### config.mk
export PLATFORM = sky130hd
export DESIGN_NAME = reg_access_master
export DESIGN_NICKNAME = d
export VERILOG_FILES = /design/src/rtl/reg_access_pkg.sv /design/src/rtl/axil_phase_timer.sv /design/src/rtl/reg_access_master.sv
export SDC_FILE = /design/constraint.sdc
export NUM_CORES = 1
export LEC_CHECK = 0
export ABC_CLOCK_PERIOD_IN_PS = 3300
export CAP_MARGIN = 25
export CORE_ASPECT_RATIO = 0.5
export CORE_MARGIN = 2
export CORE_UTILIZATION = 40
export DETAILED_ROUTE_END_ITERATION = 16
export PLACE_DENSITY = 0.79
export SETUP_SLACK_MARGIN = 0.4
export SYNTH_ARGS = -nofsm -noshare
export SYNTH_HDL_FRONTEND = slang
export SYNTH_HIERARCHICAL = 1
export SYNTH_SLANG_ARGS = --single-unit
### constraint.sdc
create_clock -name aclk -period 3.3 [get_ports aclk]
set_input_delay 0.66 -clock aclk [delete_from_list [all_inputs] [get_ports aclk]]
set_output_delay 0.66 -clock aclk [all_outputs]
set_load 0.03 [all_outputs]
### src/rtl/reg_access_pkg.sv
// Shared encodings for the register-access AXI4-Lite master: FSM states,
// AXI response codes and the data value returned by a timed-out read.
package reg_access_pkg;

    typedef enum logic [2:0] {
        ST_IDLE    = 3'd0,
        ST_WR_REQ  = 3'd1,
        ST_WR_RESP = 3'd2,
        ST_RD_REQ  = 3'd3,
        ST_RD_RESP = 3'd4,
        ST_DONE    = 3'd5
    } state_t;

    localparam logic [1:0]  RESP_OKAY       = 2'b00;
    localparam logic [1:0]  RESP_SLVERR     = 2'b10;
    localparam logic [1:0]  RESP_DECERR     = 2'b11;

    localparam logic [31:0] RD_TIMEOUT_DATA = 32'hFFFF_FFFF;
    localparam logic [3:0]  WSTRB_FULL      = 4'hF;
    localparam logic [2:0]  AXI_PROT        = 3'b000;

    function automatic logic resp_is_error(input logic [1:0] resp);
        return resp != RESP_OKAY;
    endfunction

endpackage

### src/rtl/axil_phase_timer.sv
// Cycle counter for one AXI phase; expired is high in the last allowed cycle
// of a phase, i.e. when the count has reached TIMEOUT_CYCLES-1.
module axil_phase_timer #(
    parameter int TIMEOUT_CYCLES = 1024
) (
    input  logic aclk,
    input  logic aresetn,
    input  logic run,
    input  logic clear,
    output logic expired
);

    localparam int CNT_W = (TIMEOUT_CYCLES > 1) ? $clog2(TIMEOUT_CYCLES) : 1;
    localparam logic [CNT_W-1:0] LAST = CNT_W'(TIMEOUT_CYCLES - 1);

    logic [CNT_W-1:0] count;

    // NOTE: sequential state is written with <= so every flop samples the
    // pre-edge values of its inputs, independent of block evaluation order.
    always_ff @(posedge aclk or negedge aresetn) begin
        if (!aresetn) begin
            count <= '0;
        end else if (!run || clear) begin
            count <= '0;
        end else if (count != LAST) begin
            count <= count + CNT_W'(1);
        end
    end

    assign expired = run && (count == LAST);

endmodule

### src/rtl/reg_access_master.sv
// Executes one register read or write request at a time as a single
// AXI4-Lite transaction, with per-phase timeout and sticky error flags.
module reg_access_master
    import reg_access_pkg::*;
#(
    parameter int ADDR_WIDTH     = 64,
    parameter int TIMEOUT_CYCLES = 1024
) (
    input  logic                  aclk,
    input  logic                  aresetn,

    input  logic                  write_start,
    input  logic                  read_start,
    output logic                  write_start_ack,
    output logic                  read_start_ack,
    input  logic [ADDR_WIDTH-1:0] reg_addr,
    input  logic [31:0]           reg_wdata,
    output logic [31:0]           reg_rdata,
    output logic                  write_done,
    output logic                  read_done,
    output logic                  resp_err,
    output logic                  timeout_err,

    output logic [ADDR_WIDTH-1:0] m_axil_awaddr,
    output logic [2:0]            m_axil_awprot,
    output logic                  m_axil_awvalid,
    input  logic                  m_axil_awready,
    output logic [31:0]           m_axil_wdata,
    output logic [3:0]            m_axil_wstrb,
    output logic                  m_axil_wvalid,
    input  logic                  m_axil_wready,
    input  logic [1:0]            m_axil_bresp,
    input  logic                  m_axil_bvalid,
    output logic                  m_axil_bready,
    output logic [ADDR_WIDTH-1:0] m_axil_araddr,
    output logic [2:0]            m_axil_arprot,
    output logic                  m_axil_arvalid,
    input  logic                  m_axil_arready,
    input  logic [31:0]           m_axil_rdata,
    input  logic [1:0]            m_axil_rresp,
    input  logic                  m_axil_rvalid,
    output logic                  m_axil_rready
);

    state_t state;
    logic   aw_done;
    logic   w_done;

    logic   aw_hs, w_hs, b_hs, ar_hs, r_hs;
    logic   phase_run;
    logic   phase_end;
    logic   timer_expired;

    assign m_axil_awprot = AXI_PROT;
    assign m_axil_arprot = AXI_PROT;

    assign aw_hs = m_axil_awvalid && m_axil_awready;
    assign w_hs  = m_axil_wvalid  && m_axil_wready;
    assign b_hs  = m_axil_bvalid  && m_axil_bready;
    assign ar_hs = m_axil_arvalid && m_axil_arready;
    assign r_hs  = m_axil_rvalid  && m_axil_rready;

    assign phase_run = (state == ST_WR_REQ) || (state == ST_WR_RESP) ||
                       (state == ST_RD_REQ) || (state == ST_RD_RESP);

    // NOTE: give every always_comb output a default before the case so no
    // path leaves it unassigned, which would infer a latch.
    always_comb begin
        phase_end = 1'b0;
        unique case (state)
            ST_WR_REQ:  phase_end = (aw_done || aw_hs) && (w_done || w_hs);
            ST_WR_RESP: phase_end = b_hs;
            ST_RD_REQ:  phase_end = ar_hs;
            ST_RD_RESP: phase_end = r_hs;
            default:    phase_end = 1'b0;
        endcase
    end

    // Every phase exit (normal or timed-out) is a state change, so the
    // counter restarts from zero in the next phase.
    axil_phase_timer #(
        .TIMEOUT_CYCLES (TIMEOUT_CYCLES)
    ) u_phase_timer (
        .aclk    (aclk),
        .aresetn (aresetn),
        .run     (phase_run),
        .clear   (phase_end || timer_expired),
        .expired (timer_expired)
    );

    always_ff @(posedge aclk or negedge aresetn) begin
        if (!aresetn) begin
            state           <= ST_IDLE;
            aw_done         <= 1'b0;
            w_done          <= 1'b0;
            write_start_ack <= 1'b0;
            read_start_ack  <= 1'b0;
            write_done      <= 1'b0;
            read_done       <= 1'b0;
            reg_rdata       <= '0;
            resp_err        <= 1'b0;
            timeout_err     <= 1'b0;
            m_axil_awaddr   <= '0;
            m_axil_awvalid  <= 1'b0;
            m_axil_wdata    <= '0;
            m_axil_wstrb    <= '0;
            m_axil_wvalid   <= 1'b0;
            m_axil_bready   <= 1'b0;
            m_axil_araddr   <= '0;
            m_axil_arvalid  <= 1'b0;
            m_axil_rready   <= 1'b0;
        end else begin
            write_start_ack <= 1'b0;
            read_start_ack  <= 1'b0;
            write_done      <= 1'b0;
            read_done       <= 1'b0;

            unique case (state)
                ST_IDLE: begin
                    if (write_start) begin
                        write_start_ack <= 1'b1;
                        m_axil_awaddr   <= reg_addr;
                        m_axil_wdata    <= reg_wdata;
                        m_axil_wstrb    <= WSTRB_FULL;
                        m_axil_awvalid  <= 1'b1;
                        m_axil_wvalid   <= 1'b1;
                        aw_done         <= 1'b0;
                        w_done          <= 1'b0;
                        state           <= ST_WR_REQ;
                    end else if (read_start) begin
                        read_start_ack  <= 1'b1;
                        m_axil_araddr   <= reg_addr;
                        m_axil_arvalid  <= 1'b1;
                        state           <= ST_RD_REQ;
                    end
                end

                // AW and W complete independently; remember which one is done.
                ST_WR_REQ: begin
                    if (phase_end) begin
                        m_axil_awvalid <= 1'b0;
                        m_axil_wvalid  <= 1'b0;
                        m_axil_bready  <= 1'b1;
                        state          <= ST_WR_RESP;
                    end else if (timer_expired) begin
                        m_axil_awvalid <= 1'b0;
                        m_axil_wvalid  <= 1'b0;
                        timeout_err    <= 1'b1;
                        write_done     <= 1'b1;
                        state          <= ST_DONE;
                    end else begin
                        if (aw_hs) begin
                            m_axil_awvalid <= 1'b0;
                            aw_done        <= 1'b1;
                        end
                        if (w_hs) begin
                            m_axil_wvalid  <= 1'b0;
                            w_done         <= 1'b1;
                        end
                    end
                end

                ST_WR_RESP: begin
                    if (b_hs) begin
                        m_axil_bready <= 1'b0;
                        if (resp_is_error(m_axil_bresp)) begin
                            resp_err <= 1'b1;
                        end
                        write_done    <= 1'b1;
                        state         <= ST_DONE;
                    end else if (timer_expired) begin
                        m_axil_bready <= 1'b0;
                        timeout_err   <= 1'b1;
                        write_done    <= 1'b1;
                        state         <= ST_DONE;
                    end
                end

                ST_RD_REQ: begin
                    if (ar_hs) begin
                        m_axil_arvalid <= 1'b0;
                        m_axil_rready  <= 1'b1;
                        state          <= ST_RD_RESP;
                    end else if (timer_expired) begin
                        m_axil_arvalid <= 1'b0;
                        timeout_err    <= 1'b1;
                        reg_rdata      <= RD_TIMEOUT_DATA;
                        read_done      <= 1'b1;
                        state          <= ST_DONE;
                    end
                end

                // Read data is captured even on an error response.
                ST_RD_RESP: begin
                    if (r_hs) begin
                        m_axil_rready <= 1'b0;
                        reg_rdata     <= m_axil_rdata;
                        if (resp_is_error(m_axil_rresp)) begin
                            resp_err <= 1'b1;
                        end
                        read_done     <= 1'b1;
                        state         <= ST_DONE;
                    end else if (timer_expired) begin
                        m_axil_rready <= 1'b0;
                        timeout_err   <= 1'b1;
                        reg_rdata     <= RD_TIMEOUT_DATA;
                        read_done     <= 1'b1;
                        state         <= ST_DONE;
                    end
                end

                ST_DONE: begin
                    state <= ST_IDLE;
                end

                default: begin
                    state <= ST_IDLE;
                end
            endcase
        end
    end

endmodule

==> key figures, run 1 <==
Timing
  – Final Setup Violations: 0
  – Fin Setup TNS: 0 ps
  – Period utilization: 79.82%
  – RSZ-0062 raised after global routing: false
  – Clock skew: 9.252 ps
  – Fin. max-slew vios: 0
  – Highest clock rate: 379.7 MHz
  – Hold_ws: between 150 and 200 ps
  – Worst rel slew slack: 48.34%
  – Final hold violation count: 0
  – Slew @ Worst Pin: approximately 770 ps
  – Tmin final: 2634 ps

Clocking
  – CTS tree: built
  – Deepest clock path buffer count: 3
  – Worst-path clk slew: 70 ps
  – Clock Root Buffer: clkbuf_16
  – Post-CTS Hold Fix Bufs: 0
  – Clock sinks: 219
  – Post-CTS Setup Repair Bufs: 0
  – Clk_lat worst skew: around 510 ps
  – Post-CTS Resized: 0
  – CTS buffer count: 21
  – # H-tree levels: 1

Floorplan
  – Die Ht: between 100 and 150 um
  – Rows: 37
  – I/O pin cnt: 354
  – Starting Density: 41.43%
  – Core Region: 20830 um2
  – Die area: 22840 um2
  – Die span in x: 211.7 um

Placement
  – Placed cell areas: 12290 um2
  – Routability cong.: 0.8832
  – DP HPWL: ~19000 um
  – IO Port Bufs: 347
  – Dpl cells: around 1500

Detailed routing
  – Total routed wirelength: 26150 um
  – Vias: 7498
  – Pre-Repair DR Iteration Count: 7
  – Avg Vias per Cell: 4.907
  – Post-route ant nets: 0
  – Initial DRC count: between 700 and 800
  – Wire length per cell: 17.12 um
  – Post-route DRC: 0

Logic synthesis
  – Post-synth EDFFs: 0
  – Seq cells post-synth: 219
  – Synth area leader: dfrtp_1
  – Syn. warnings: 6
  – Prevailing post-synth register cell: dfrtp_1
  – Top cells by area, synth: dfrtp_1 63%, nand2_1 21%, o22a_1 3.3%
  – Sequential-to-total area share from yosys stat: 63.50%
  – Mean Syn Cell Area: 9.505 um2
  – Cells after Synth: 908
  – Fraction of registers with async set or reset after synthesis: 100.0%
  – Count of cell types in the netlist: 48
  – Cell area after synthesis: about 8600 um2
  – Post-synth top cells: 492 x nand2_1, 219 x dfrtp_1, 33 x o22a_1, 23 x buf_2, 17 x buf_4
  – Top-area cell type share of the netlist area: a little under two thirds
  – Most frequent cell after synthesis: nand2_1

Global routing
  – First-pass GRT wire length: 40570 um
  – Pin count of the biggest net entering global routing: 93
  – GRT Total Usage: 22.64%
  – Initial antenna violation count: 0
  – Vias in the first global route: about 7400
  – GRT overflow: 0

Hold path
  – Worst hold path type: input pin to asynchronous set/reset pin

Layout
  – Non-Filler Instances: 1528
  – Synthesis-to-layout area growth: 51.43%
  – # diodes: 0
  – Final instance area: 13070 um2
  – Fin nets: between 1000 and 1500
  – Share of layout cells above drive strength 1: 5.020%

Run
  – Max Cap Viol: 0

Pwr
  – Pwr/cell area: 1021 nW/um2
  – VDD IR-drop max: slightly below 0.7 mV
  – LEAKAGE: 6.282 nW

Setup path
  – Crit start category: register
  – CP arrival: 3070 ps
  – Critical Path RT: about 3700 ps
  – CP endpoint kind: register
  – Critical Path Fanout Max: 15
  – Setup slack, reg-to-reg: between 600 and 700 ps
  – CP Class: register to register

Status
  – Status: complete, no violations
==> report_power, final <==
part,leakage (nW),switching [mW],internal [mW],total [mW]
Sequential,2.80,0.638,3.72,4.36
Combinational,3.11,3.85,2.42,6.28
Clock,0.375,1.09,1.62,2.71
==> through the flow <==
stage / power (mW) / util, % / setup slack (ps)
after floorplan: 7.840 / - / 1002
after global placement: 10.52 / 59.00 / 858.3
after detailed placement: 10.69 / 59.00 / 735.8
after CTS: 13.46 / 62.74 / 714.4
after global routing: 14.04 / 62.74 / 477.1
final: 13.35 / 62.74 / 666.1
==> worst max-delay path, cell delays in order (launching register included) <==
cell	delay (ps)
dfrtp_1	550
nor3_2	350
nor2b_1	140
and4_1	290
a31oi_1	300
o2111ai_2	220
nor2b_1	420
o21ai_0	190
nor2_1	110
==> layout make-up <==
| type | instances | area (um2) |
|---|---|---|
| well taps | 273 | 341.6 |
| inverters | 6 | 22.52 |
| fillers | 1665 | 7762 |
| flip-flops and latches | 219 | 5480 |
| repair buffers | 360 | 3600 |
| clock inverters | 15 | 226.5 |
| clock buffers | 23 | 553.0 |
| multi-input cells | 632 | 2846 |
==> flip-flops by register name (all words and copies together) (netlist names), 3 cells and up <==
signal	count
reg_rdata	32
m_axil_araddr	64
m_axil_awaddr	64
m_axil_wdata	32
state	3
u_phase_timer/count	10
==> worst paths after layout <==
check | from | to | cells after the start
min in group aclk | m_axil_araddr[1]$_DFFE_PN0P_ | m_axil_araddr[1]$_DFFE_PN0P_ | 2
hold / removal | aresetn | reg_rdata[27]$_DFFE_PN0P_ | 1
setup reg to reg | state[0]$_DFFE_PN0P_ | u_phase_timer/count[2]$_DFFE_PN0P_ | 8
hold reg to reg | m_axil_araddr[1]$_DFFE_PN0P_ | m_axil_araddr[1]$_DFFE_PN0P_ | 2
max in group asynchronous | aresetn | m_axil_araddr[26]$_DFFE_PN0P_ | 2
setup / recovery | state[0]$_DFFE_PN0P_ | u_phase_timer/count[2]$_DFFE_PN0P_ | 8
==> cell families (layout without fill, tap and decap cells) <==
group / count (synthesis) / count (layout) / share of synthesized area (%)
AND/OR/NAND/NOR: 543 / 543 / 25.15
buffers and inverters: 62 / 404 / 3.856
AO/OA/AOI/OAI: 79 / 79 / 6.959
multiplexers: 3 / 3 / 0.3479
flip-flops: 219 / 219 / 63.50
other: 1 / 6 / 0.04345
adder cells (fa/ha/maj): 1 / 1 / 0.1449
==> layout by cell type (no fill, tap or decap), types with 6 or more instances in the layout <==
cell type        synthesis  routed
nand2b_1                 8       8
clkbuf_16                0      21
nor2_1                   7       7
nand3_1                  6       6
dfrtp_1                219     219
o22a_1                  33      33
conb_1                   1       6
clkdlybuf4s50_1          0     346
a31oi_1                  6       6
buf_4                   17      11
o21ai_0                  7       7
nand2_1                492     490
a21oi_1                 12      12
==> per-layer routing <==
layer	global-route usage, %	up-vias	wire length [um]
met4	7.344	0	822
met1	27.70	3650	10430
li1	-	3547	-
met3	4.522	59	1222
met5	0	-	0
met2	40.44	242	13680
(Power assumes the default switching activity.)
==> inputs of run 2 (changes only) <==
--- a/config.mk
+++ b/config.mk
@@ -5,7 +5,7 @@
 export SDC_FILE = /design/constraint.sdc
 export NUM_CORES = 1
 export LEC_CHECK = 0
-export ABC_CLOCK_PERIOD_IN_PS = 3300
+export ABC_CLOCK_PERIOD_IN_PS = 2500
 export CAP_MARGIN = 25
 export CORE_ASPECT_RATIO = 0.5
 export CORE_MARGIN = 2
==> constraint.sdc (replaced) <==
create_clock -name aclk -period 2.5 [get_ports aclk]
set_input_delay 0.5 -clock aclk [delete_from_list [all_inputs] [get_ports aclk]]
set_output_delay 0.5 -clock aclk [all_outputs]
set_load 0.03 [all_outputs]
==> key figures, run 2 (synthesis results as in run 1) <==
Global routing
  – GR Util met2: 40.44% (unchanged)
  – Pin count of the biggest net entering global routing: 100 (+7.5%)
  – Initial antenna violation count: 0 (unchanged)
  – Vias in the first global route: 7655 (+3.6%)
  – GRT overflow: 0 (unchanged)
  – Met3 usage in global routing: 5.193% (+0.67 points)
  – First-pass GRT wire length: 41960 um (+3.4%)
  – GR Util met1: 29.01% (+1.3 points)
  – Top Usage Layer GRT: met2
  – GRT Total Usage: 23.41% (+0.77 points)

Placement
  – Routability cong.: 0.9052 (+2.5%)
  – Dpl cells: 1493 (+0.20%)
  – IO Port Bufs: 347 (unchanged)
  – DP HPWL: 19180 um (+2.5%)
  – Placed cell areas: 12390 um2 (+0.83%)

Layout
  – Commonest non-fill, non-tap cells in the layout: 490 x nand2_1, 305 x clkdlybuf4s50_1, 216 x dfrtp_1
  – Layout Utilization: 63.06% (+0.32 points)
  – Commonest non-fill, non-tap cell in the layout: nand2_1
  – Non-Filler Instances: 1528 (unchanged)
  – Synthesis-to-layout area growth: 52.22%
  – Final instance area: 13140 um2 (+0.52%)
  – Largest regs: m_axil_araddr: 64 flops, m_axil_awaddr: 64 flops
  – Fin nets: 1386 (+0.29%)
  – FILL cells: 1694 (+1.7%)
  – Share of layout cells above drive strength 1: 5.339% (+0.32 points)
  – # diodes: 0 (unchanged)

Setup path
  – Critical Path RT: 2000 ps (-1730 ps)
  – CP Class: register to output port
  – CP Buf/Inv Count: 1 (+1)
  – Crit-path max cell delay: 700 ps (+150 ps)
  – Critical path, cell by cell: clkdlybuf4s50_1
  – Slowest cell on crit path: clkdlybuf4s50_1
  – Crit start category: register
  – CP endpoint kind: output port
  – Crit-path leading delay family: buffers and inverters
  – CP arrival: 1560 ps (-1510 ps)
  – Critical Path Fanout Max: 2 (-13)

Clocking
  – Clock sinks: 219 (unchanged)
  – Worst-path clk slew: 70 ps (about the same)
  – Clk_lat worst skew: 500 ps (about the same)
  – CTS buffer count: 21 (unchanged)
  – CTS tree: built
  – Clock Root Buffer: clkbuf_16
  – Post-CTS Hold Fix Bufs: 0 (unchanged)
  – # H-tree levels: 1 (unchanged)
  – Deepest clock path buffer count: 3 (unchanged)

Floorplan
  – Rows: 37 (unchanged)
  – Starting Density: 41.43% (unchanged)
  – Die Ht: 107.9 um (unchanged)
  – Die area: 22840 um2 (unchanged)
  – I/O pin cnt: 354 (unchanged)
  – Core Region: 20830 um2 (unchanged)
  – Die span in x: 211.7 um (unchanged)

Pwr
  – Pwr/cell area: 1311 nW/um2 (+28%)
  – LEAKAGE: 6.686 nW (+6.4%)
  – VDD IR-drop max: 0.6953 mV (+3.1%)

Detailed routing
  – Initial DRC count: 644 (-16%)
  – Vias: 7580 (+1.1%)
  – Pre-Repair DR Iteration Count: 6 (-1)
  – Post-route ant nets: 0 (unchanged)
  – Wire length per cell: 17.56 um (+2.6%)
  – Avg Vias per Cell: 4.961 (+1.1%)
  – Total routed wirelength: 26830 um (+2.6%)
  – Post-route DRC: 0 (unchanged)

Timing
  – Final hold violation count: 0 (unchanged)
  – Worst rel slew slack: 59.09% (+11 points)
  – Clock skew: 20.60 ps (+11.35 ps)
  – Slew @ Worst Pin: 613.6 ps (-161.2 ps)
  – Final Setup Violations: 0 (unchanged)
  – Tmin final: between 2000 and 2500 ps
  – Period utilization: 82.57%
  – Highest clock rate: just under 500 MHz
  – Fin. max-slew vios: 0 (unchanged)
  – Hold_ws: 13.15 ps (-163.8 ps)
  – Fin Setup TNS: 0 ps (unchanged)
  – RSZ-0062 raised after global routing: true

Run
  – Max Cap Viol: 0 (unchanged)

Hold path
  – Worst hold path type: input pin to asynchronous set/reset pin

Status
  – Status: complete, no violations
-- run 2: path summary, 6_finish.rpt --
kind / from / endpoint / slack (ps) / cells past startpoint
min in group aclk: resp_err$_DFFE_PN0P_ / resp_err$_DFFE_PN0P_ / 470 / 1
max in group asynchronous: aresetn / m_axil_awaddr[39]$_DFFE_PN0P_ / 1740 / 2
setup reg to reg: state[1]$_DFFE_PN0P_ / u_phase_timer/count[3]$_DFFE_PN0P_ / 500 / 8
hold / removal: aresetn / reg_rdata[28]$_DFFE_PN0P_ / 10 / 1
hold reg to reg: resp_err$_DFFE_PN0P_ / resp_err$_DFFE_PN0P_ / 470 / 1
setup / recovery: m_axil_araddr[59]$_DFFE_PN0P_ / m_axil_araddr[59] / 440 / 1
-- run 2: layer usage --
| layer | routed length (um) | share of wire (%) |
|---|---|---|
| met4 | 961 | 3.6 |
| met2 | 13800 | 51 |
| met1 | 10640 | 40 |
| met5 | 0 | 0 |
| met3 | 1430 | 5.3 |
-- run 2: per-stage QoR --
step	power (mW)	worst slack, ps
finish	17.22	435.7
global route	18.16	389.0
CTS	17.38	383.0
detailed placement	14.22	174.0
global placement	13.97	316.7
floorplan	10.39	422.3
-- run 2: power breakdown --
part / internal (mW) / switching (mW) / total, mW
Clock: 1.76 / 1.32 / 3.08
Combinational: 3.23 / 5.16 / 8.39
Sequential: 4.92 / 0.829 / 5.75
-- run 2: timing repair --
item / 4_1_cts / 5_1_grt
resized for setup: 21 / 34
buffers inserted: 0 / 1
setup endpoints to repair: 58 / 88
-- run 2: area by class of cell --
cell class                      instances  area [um2]  share of cell area (%)
Clock inverter                          3       40.04                  0.3048
Sequential cell                       219        5484                   41.74
Clock buffer                           31       603.1                   4.590
Multi-Input combinational cell        632        2912                   22.16
Tap cell                              273       341.6                   2.600
Inverter                                6       23.77                  0.1810
Timing Repair Buffer                  364        3734                   28.42
